File: src/rtl/down_counter4bit.sv
// Loadable 4-bit down counter with IDLE/RUN/DONE control, optional auto-reload
// from the last loaded value, and a registered one-cycle terminal-count pulse.
module down_counter4bit #(
    parameter bit AUTO_RELOAD = 1'b0
) (
    input  logic       clk,
    input  logic       rst,
    input  logic       en,
    input  logic       load,
    input  logic [3:0] D,
    output logic [3:0] Q,
    output logic       busy,
    output logic       zero,
    output logic       tc
);

    typedef enum logic [1:0] {
        StIdle,
        StRun,
        StDone
    } state_e;

    state_e     state;
    logic [3:0] rv;

    always_ff @(posedge clk) begin
        if (rst) begin
            Q     <= 4'd0;
            rv    <= 4'd0;
            state <= StIdle;
            tc    <= 1'b0;
        end else begin
            tc <= 1'b0;
            if (load) begin
                // Load wins over everything else, including a pending 1->0 step.
                Q     <= D;
                rv    <= D;
                state <= (D != 4'd0) ? StRun : StDone;
            end else begin
                case (state)
                    StIdle: begin
                    end
                    StRun: begin
                        if (en) begin
                            if (Q > 4'd1) begin
                                Q <= Q - 4'd1;
                            end else begin
                                // Q==0 in RUN is unreachable; retire it without a pulse.
                                Q     <= 4'd0;
                                state <= StDone;
                                tc    <= (Q == 4'd1);
                            end
                        end
                    end
                    StDone: begin
                        if (AUTO_RELOAD && en && (rv != 4'd0)) begin
                            Q     <= rv;
                            state <= StRun;
                        end
                    end
                    default: begin
                        state <= StIdle;
                    end
                endcase
            end
        end
    end

    assign busy = (state == StRun);
    assign zero = (Q == 4'd0);

    // A terminal-count pulse always lands on a zero count in DONE.
    tc_at_zero_a: assert property (@(posedge clk) disable iff (rst)
        tc |-> (zero && state == StDone));

    // tc never stays high for two consecutive cycles.
    tc_single_a: assert property (@(posedge clk) disable iff (rst) tc |=> !tc);

    generate
        if (!AUTO_RELOAD) begin : g_no_wrap
            // Without reload the only way out of zero is a load.
            no_wrap_a: assert property (@(posedge clk) disable iff (rst)
                (zero && !load) |=> zero);
        end
    endgenerate

endmodule

File: config.mk
export PLATFORM = sky130hd
export DESIGN_NAME = down_counter4bit
export DESIGN_NICKNAME = d
export VERILOG_FILES = /design/src/rtl/down_counter4bit.sv
export SDC_FILE = /design/constraint.sdc
export NUM_CORES = 1
export LEC_CHECK = 0
export CELL_PAD_IN_SITES_DETAIL_PLACEMENT = 1
export CELL_PAD_IN_SITES_GLOBAL_PLACEMENT = 1
export CORE_MARGIN = 1.5
export CORE_UTILIZATION = 33
export CTS_CLUSTER_DIAMETER = 60
export CTS_CLUSTER_SIZE = 24
export DETAILED_ROUTE_END_ITERATION = 7
export GPL_TIMING_DRIVEN = 1
export PLACE_DENSITY_LB_ADDON = 0.1
export SYNTH_ARGS = -nofsm -noshare
export SYNTH_HDL_FRONTEND = slang
export SYNTH_SLANG_ARGS = --single-unit
export TNS_END_PERCENT = 5
File: constraint.sdc
create_clock -name clk -period 2.7 [get_ports clk]
set_input_delay 0.405 -clock clk [delete_from_list [all_inputs] [get_ports clk]]
set_output_delay 0.405 -clock clk [all_outputs]
set_load 0.02 [all_outputs]
Word level (Yosys, flattened, before mapping):

Cells that the tools add are included.

* input port bits: 8
* word-level logic and storage cells: 31
* bits in registers: 7

* bitwise logic cells: 2
* multiplexer cells: 9
* order comparisons: 1
* reductions and logical operators: 9
* add/sub/neg operators: 1
* equality and inequality tests: 6

Operator list (number)
* $mux W4: 4
* $mux W2: 4
* $ne A3 B3 Y1 const B: 2
* $reduce_or A5 Y1: 1
* $eq A4 B1 Y1 const B: 1
* $gt A4 B1 Y1 const B: 1
* $logic_not A4 Y1: 1
* $pmux W2 S2: 1
* $reduce_bool A2 Y1: 2
* $reduce_bool A4 Y1: 1
* $sub A4 B1 Y4 const B: 1
* $reduce_and A3 Y1: 1
* $eq A2 B1 Y1 const B: 1
* $eq A2 B2 Y1 const B: 1
* $logic_not A2 Y1: 1
* $ne A2 B1 Y1 const B: 1
* $not A1 Y1: 2
* $reduce_and A2 Y1: 1
* $reduce_or A2 Y1: 1

Longest topological paths before layout:

Gate-level depths: netlist of the first run.

* depth in word-level cells: 5
* gate-level depth with buffers: 5
* depth with buffers taken out: 5

Worst setup path before layout of the first run:

No wires, ideal clock.

* kind: register to register
* start point: reg Q[0]
* end point: reg Q[0]
* stages on the path, launching flop included: 6
* path buffers: 0
* clock period less this slack: 1623 ps
* setup slack: 1077 ps
* arrival time: 1537 ps
* cell sequence: dfxtp_1 > inv_1 > ha_1 > or2_1 > a211o_1 > a221oi_2

* word-level cells in the longest chain between the ends: 5
* elaborated cells between the ends (all ways): 6
* those cells by class: add/sub: 1; order compare: 1; mux: 4

RTL lines
* start, declared: line 11 `output logic [3:0] Q,`
* start signal, assigned: line 46 `Q <= Q - 4'd1;`
* start signal, assigned: line 57 `Q <= rv;`
* $sub A4 B1 Y4 or $gt A4 B1 Y1 (tied branches): line 46, 45
* $mux W4 *: line 45 `if (Q > 4'd1) begin`
* $mux W4 *: line 44 `if (en) begin`
* $mux W4 *: line 40 `case (state)`
* $mux W4 *: line 34 `if (load) begin`

Mark *: on every way between the ends. The rest lies on a longest branch, timed or not. The select of a mux whose other input is x is not followed.
A chain may end at the register's enable or synchronous reset.

Worst setup path in the final report of the first run:

* start point: reg Q[3]
* end point: out zero

* word-level cells in the longest chain between the ends: 1

RTL lines
* $logic_not A4 Y1: line 70 `assign zero = (Q == 4'd0);`
* end, declared: line 13 `output logic zero,`

No other way between the ends.

==> results of run 1 <==
[report_power, final]
group / switching (mW) / internal (mW) / leakage (nW)
Combinational: 0.0383 / 0.0387 / 0.162
Sequential: 0.00858 / 0.109 / 0.0577
Clock: 0.0388 / 0.0564 / 0.0150
Total: 0.0857 / 0.205 / 0.235
[synth_stat cells]
master	number
o22ai_1	1
nor2b_1	2
nor3_1	1
dfxtp_1	7
or2_1	1
nand2b_1	1
and4bb_2	1
nand2_1	2
ha_1	3
a211o_1	1
and2_1	1
nand3b_1	3
a311o_1	1
nor2_1	2
xor2_1	1
nor4_1	1
and4_1	1
o311a_1	1
a21oi_1	2
a22oi_1	1
xnor2_1	1
clkbuf_1	1
a221oi_2	1
inv_1	6
buf_2	1
a31oi_1	2
o41ai_1	1
o311ai_0	3
[worst register-to-register path: cells and delay by family, from the launching register on]
family	cells	cell delay, ns
fa+ha+maj	1	0.24
buf+inv	1	0.09
simple gates	1	0.27
flops	1	0.43
compound gates	2	0.53
[kinds of logic (layout without fill, tap and decap cells)]
group	after synthesis	count (layout)	synth area share
AO/OA/AOI/OAI	14	14	0.260
XOR/XNOR	2	2	0.0396
adder cells (fa/ha/maj)	3	3	0.0848
buffers and inverters	8	24	0.0706
flip-flops	7	7	0.316
AND/OR/NAND/NOR	16	16	0.229
[registers in the layout, summed over array words and instances, names as in the netlist]
signal,count
state,2
Q,4
tc,1
[worst paths after layout]
kind                                        start           endpoint  slack, ns  cells past startpoint
worst min-delay path            Q[1]$_SDFFE_PP0P_  Q[1]$_SDFFE_PP0P_       0.56                      2
worst max-delay path            Q[3]$_SDFFE_PP0P_               zero       0.62                      3
worst min register to register  Q[1]$_SDFFE_PP0P_  Q[1]$_SDFFE_PP0P_       0.56                      2
worst max register to register  Q[0]$_SDFFE_PP0P_  Q[0]$_SDFFE_PP0P_       1.05                      5
[layout make-up]
cell class / instances / share of cell area
flip-flops and latches: 7 / 0.226
well taps: 15 / 0.0303
clock buffers: 4 / 0.0424
inverters: 6 / 0.0364
repair buffers: 14 / 0.226
multi-input cells: 35 / 0.438
[layer usage]
layer  routed length [um]  share of wire  global-route usage
met5                    0              0                   0
met4                   11         0.0099              0.0517
met3                   43          0.039              0.0511
met2                  494           0.45               0.270
met1                  558           0.50               0.242
[per-stage QoR]
step,worst slack (ns),std cells,power (mW)
2_1_floorplan,1.08,50,0.161
3_3_place_gp,0.871,77,0.197
3_5_place_dp,0.885,77,0.197
4_1_cts,0.612,81,0.293
5_1_grt,0.518,81,0.311
6_report,0.620,81,0.290
==> results.toml, run 1 <==
[run_status]
status = "completed"

[pwr]
ir_drop_mv = 0.158
leakage_nw = 0.235
power.density_mw_per_mm2 = 469

[clock_tree]
postCtsSetupRepairBufs = 0
ctsResizeCount = 0
insertion_delay_ns = 0.25
clock_sinks = 7
root_buffer = "clkbuf_4"
postCtsHoldBufs = 0
cts_inserted_buffers = 3
cts.htree.levels = 1
path_clk_slew_ns = 0.05
cts_tree = "yes"
clockBufferDepth = 2

[timing]
finalMaxSlewViolations = 0
worst_hold_slack_ns = 0.557
fin_skew_ns = 0.00107
setup_violations = 0
worst_slew_pin_slew_ns = 0.460
hold_viol_final = 0
rsz0062_at_grt = "false"
post-route-period-util = 0.770
final.setup.tns_ns = 0
slew_headroom = 0.690
min_period_ns = 2.08
clock.fmax_mhz = 481

[finish]
final_cell_area_sq_um = 619
seq_area_sq_um = 140
final_common_cell = "clkdlybuf4s50_1"
fillCellCount = 162
drive_gt1_frac = 0.0758
area_growth_syn_to_layout_pct = 39.8
fin_util = 0.488
multiInputGateArea_sq_um = 272
diodes = 0
final_cell_mix = "14 x clkdlybuf4s50_1, 7 x dfxtp_1, 6 x inv_1"
nets = 78

[setup_path]
cp.buffers_inverters = 1
required_ns = 2.30
cp-start-kind = "flip-flop"
critPathMaxFanout = 8
crit_type = "flip-flop to output port"
end_kind = "output port"
cp_slowest_cell = "clkdlybuf4s50_1"
crit_chain = "nor2_1 > and2_1 > clkdlybuf4s50_1"
cp.arrival_ns = 1.67
critPathTopFamily = "buffers and inverters"
max_stage_delay_ns = 0.59

[drt]
wl_mm = 1.11
dr.pass1.iters = 4
drc = 0
final_antenna_net_count = 0
drt_iter0_drc = 7
routedWlPerCell_um = 13.7
vias_per_cell = 5.38
num_vias = 436

[global_routing]
grt_start_max_net_pins = 13
antenna_found_initial = 0
grt_pass1_wl_mm = 1.81
grt_pass1_vias = 395
grtUsageTotal = 0.179
grt-ovfl-total = 0

[die]
rows = 13
start_util = 0.349
core_area_sq_mm = 0.00127
die_h_um = 39.6
pin_count = 15
die_w_um = 39.6
dieArea_sq_mm = 0.00157

[synth]
ys_ff_latch = 7
yosysTopAreaCell = "dfxtp_1"
syn_nets = 61
yosysUniqueCellTypes = 28
synth.avg_cell_area_sq_um = 8.86
netlist_area_sq_um = 443
synth_cells = 50
synth_warnings = 0
synthTopCellsByArea = "dfxtp_1 32%, ha_1 8.5%, o311ai_0 5.9%"
synth_top_area_share = 0.316
yosysSeqAreaShare = 0.316

[place]
gp_congestion = 0.734
portBuffers = 14
place_area_sq_um = 593
hpwlAfterDp_um = 864

[worst_hold_path]
worstHoldPathType = "flip-flop to flip-flop"

[run]
drv_cap = 0
Power figures use the tool's default switching activity.
==> inputs of run 2 (changes only) <==
CORE_ASPECT_RATIO = 1.2   (was unset)
CORE_UTILIZATION = 27   (was 33)
clock period = 1.8 ns   (was 2.7 ns; I/O delays follow)
==> run 2 against run 1 <==
Sequential cell count is the same. Clock skew grew 0.0029 ns. First-iteration DRC count shrank 43%. Critical path depth grew 1. Worst setup slack lost 0.50 ns. Clock-buffer cell count is the same. Design area grew 5.1%. Total power grew 56%. Largest power group unchanged.
==> results.toml, run 2 (same netlist as run 1, synthesis figures left out) <==
[timing]
fin_skew_ns = 0.00393
final.setup.tns_ns = 0
hold_viol_final = 0
setup_violations = 0
min_period_ns = 1.68
clock.fmax_mhz = 596
worst_slew_pin_slew_ns = 0.435
post-route-period-util = 0.932
finalMaxSlewViolations = 0
slew_headroom = 0.706
setup_ws_ns = 0.123
rsz0062_at_grt = "false"

[setup_path]
ff2ff_path_depth = 5
required_ns = 1.53
end_kind = "output port"
cp-start-kind = "flip-flop"
r2r_start = "Q[0]$_SDFFE_PP0P_"
cp.arrival_ns = 1.41
rr_endpoint = "Q[0]$_SDFFE_PP0P_"
critPathMaxFanout = 6
crit_start = "Q[0]$_SDFFE_PP0P_"
crit_type = "flip-flop to output port"
reg2reg_slack_ns = 0.18
cp-endpoint = "zero"

[pwr]
power_frac_comb = 0.277
leakage_nw = 0.256
swShare = 0.312
power_frac_clock = 0.343
power.density_mw_per_mm2 = 696
ir_drop_mv = 0.264
power_switching_mw = 0.141
p_int_mw = 0.311
power.share.sequential = 0.380

[die]
pin_count = 15
core_area_sq_mm = 0.00148
die_h_um = 47.4
die_w_um = 40.0
start_util = 0.299
dieArea_sq_mm = 0.00189
rows = 15

[clock_tree]
root_buffer = "clkbuf_4"
path_clk_slew_ns = 0.06
cts_tree = "yes"
clock_sinks = 7
cts.htree.levels = 1
cts_inserted_buffers = 3
clockBufferDepth = 2
postCtsHoldBufs = 0
insertion_delay_ns = 0.27

[run]
drv_cap = 0

[global_routing]
antenna_found_initial = 0
grt_pass1_wl_mm = 2.04
grt_start_max_net_pins = 12
grt-ovfl-total = 0
grtUsageTotal = 0.165
grt_pass1_vias = 452

[drt]
m1WireLength_um = 524
vias_per_cell = 5.25
num_vias = 457
drt_iter0_drc = 4
wl_met2_um = 624
drc = 0
dr.pass1.iters = 4
wl_mm = 1.25
final_antenna_net_count = 0
top_layer = "met4"
met3_length_um = 61
routedWlPerCell_um = 14.3

[place]
pre_cts_ws_ns = 0.184
gp_congestion = 0.788
hpwlAfterDp_um = 966
portBuffers = 14

[finish]
nets = 82
fillCellCount = 181
reg_top3 = "Q x4, state x2, tc x1"
diodes = 0
final_cell_mix = "13 x clkdlybuf4s50_1, 7 x dfxtp_1, 6 x inv_1"
final_common_cell = "clkdlybuf4s50_1"
top_register = "Q"
drive_gt1_frac = 0.129
largest_reg_flops = 4
fin_util = 0.439
area_growth_syn_to_layout_pct = 46.9

[run_status]
status = "completed"

[worst_hold_path]
worstHoldPathType = "flip-flop to flip-flop"
run 2: cell types whose count changed in the layout (fill, tap and decap cells not counted):
cell             before  now
buf_4                 0    4
clkdlybuf4s50_1      14   13
dlygate4sd2_1         0    1
run 2: cell type report:
| cell class | instances | area (sq um) | share of cell area |
|---|---|---|---|
| Inverter | 6 | 22.5 | 0.0346 |
| Sequential cell | 7 | 140 | 0.215 |
| Multi-Input combinational cell | 35 | 272 | 0.417 |
| Tap cell | 17 | 21.3 | 0.0327 |
| Timing Repair Buffer | 18 | 169 | 0.260 |
| Clock buffer | 4 | 26.3 | 0.0404 |
run 2: per-layer routing:
layer	global-route usage	vias up
met4	0.103	0
met2	0.268	17
met1	0.194	210
met5	0	-
met3	0.0332	3
li1	-	227
run 2: worst min-delay path by stage:
stage                     cells after the start  slack, ns                end         startpoint
after floorplan                               1       0.34  Q[0]$_SDFFE_PP0P_                rst
after global placement                        2       0.54  Q[1]$_SDFFE_PP0P_  Q[1]$_SDFFE_PP0P_
after detailed placement                      2       0.56  Q[1]$_SDFFE_PP0P_  Q[1]$_SDFFE_PP0P_
after CTS                                     2       0.57  Q[1]$_SDFFE_PP0P_  Q[1]$_SDFFE_PP0P_
after global routing                          2       0.61  Q[1]$_SDFFE_PP0P_  Q[1]$_SDFFE_PP0P_
final                                         2       0.57  Q[1]$_SDFFE_PP0P_  Q[1]$_SDFFE_PP0P_
run 2: worst max-delay path: stages, from the launching register on:
cell and delay, ns:
dfxtp_1 0.42, inv_1 0.09, ha_1 0.19, and2_1 0.12, dlygate4sd2_1 0.31
run 2: what timing repair did:
item	in CTS	in global routing
endpoints found under the setup margin	1	0
gates resized for setup	1	0
setup buffers	0	0
run 2: power by group through the flow:
stage	sequential (mW)	clock (mW)	combinational [mW]
5_1_grt	0.174	0.168	0.137
6_report	0.172	0.155	0.125
4_1_cts	0.172	0.160	0.127
3_3_place_gp	0.175	0	0.129
2_1_floorplan	0.182	0	0.0597
3_5_place_dp	0.176	0	0.128
run 2: through the flow:
step / power [mW] / instances / hold WS [ns] / instance area (sq um)
after floorplan: 0.242 / 50 / 0.336 / 443
after global placement: 0.304 / 83 / 0.543 / 626
after detailed placement: 0.303 / 83 / 0.561 / 626
after CTS: 0.459 / 87 / 0.574 / 651
after global routing: 0.478 / 87 / 0.614 / 651
final: 0.453 / 87 / 0.572 / 651
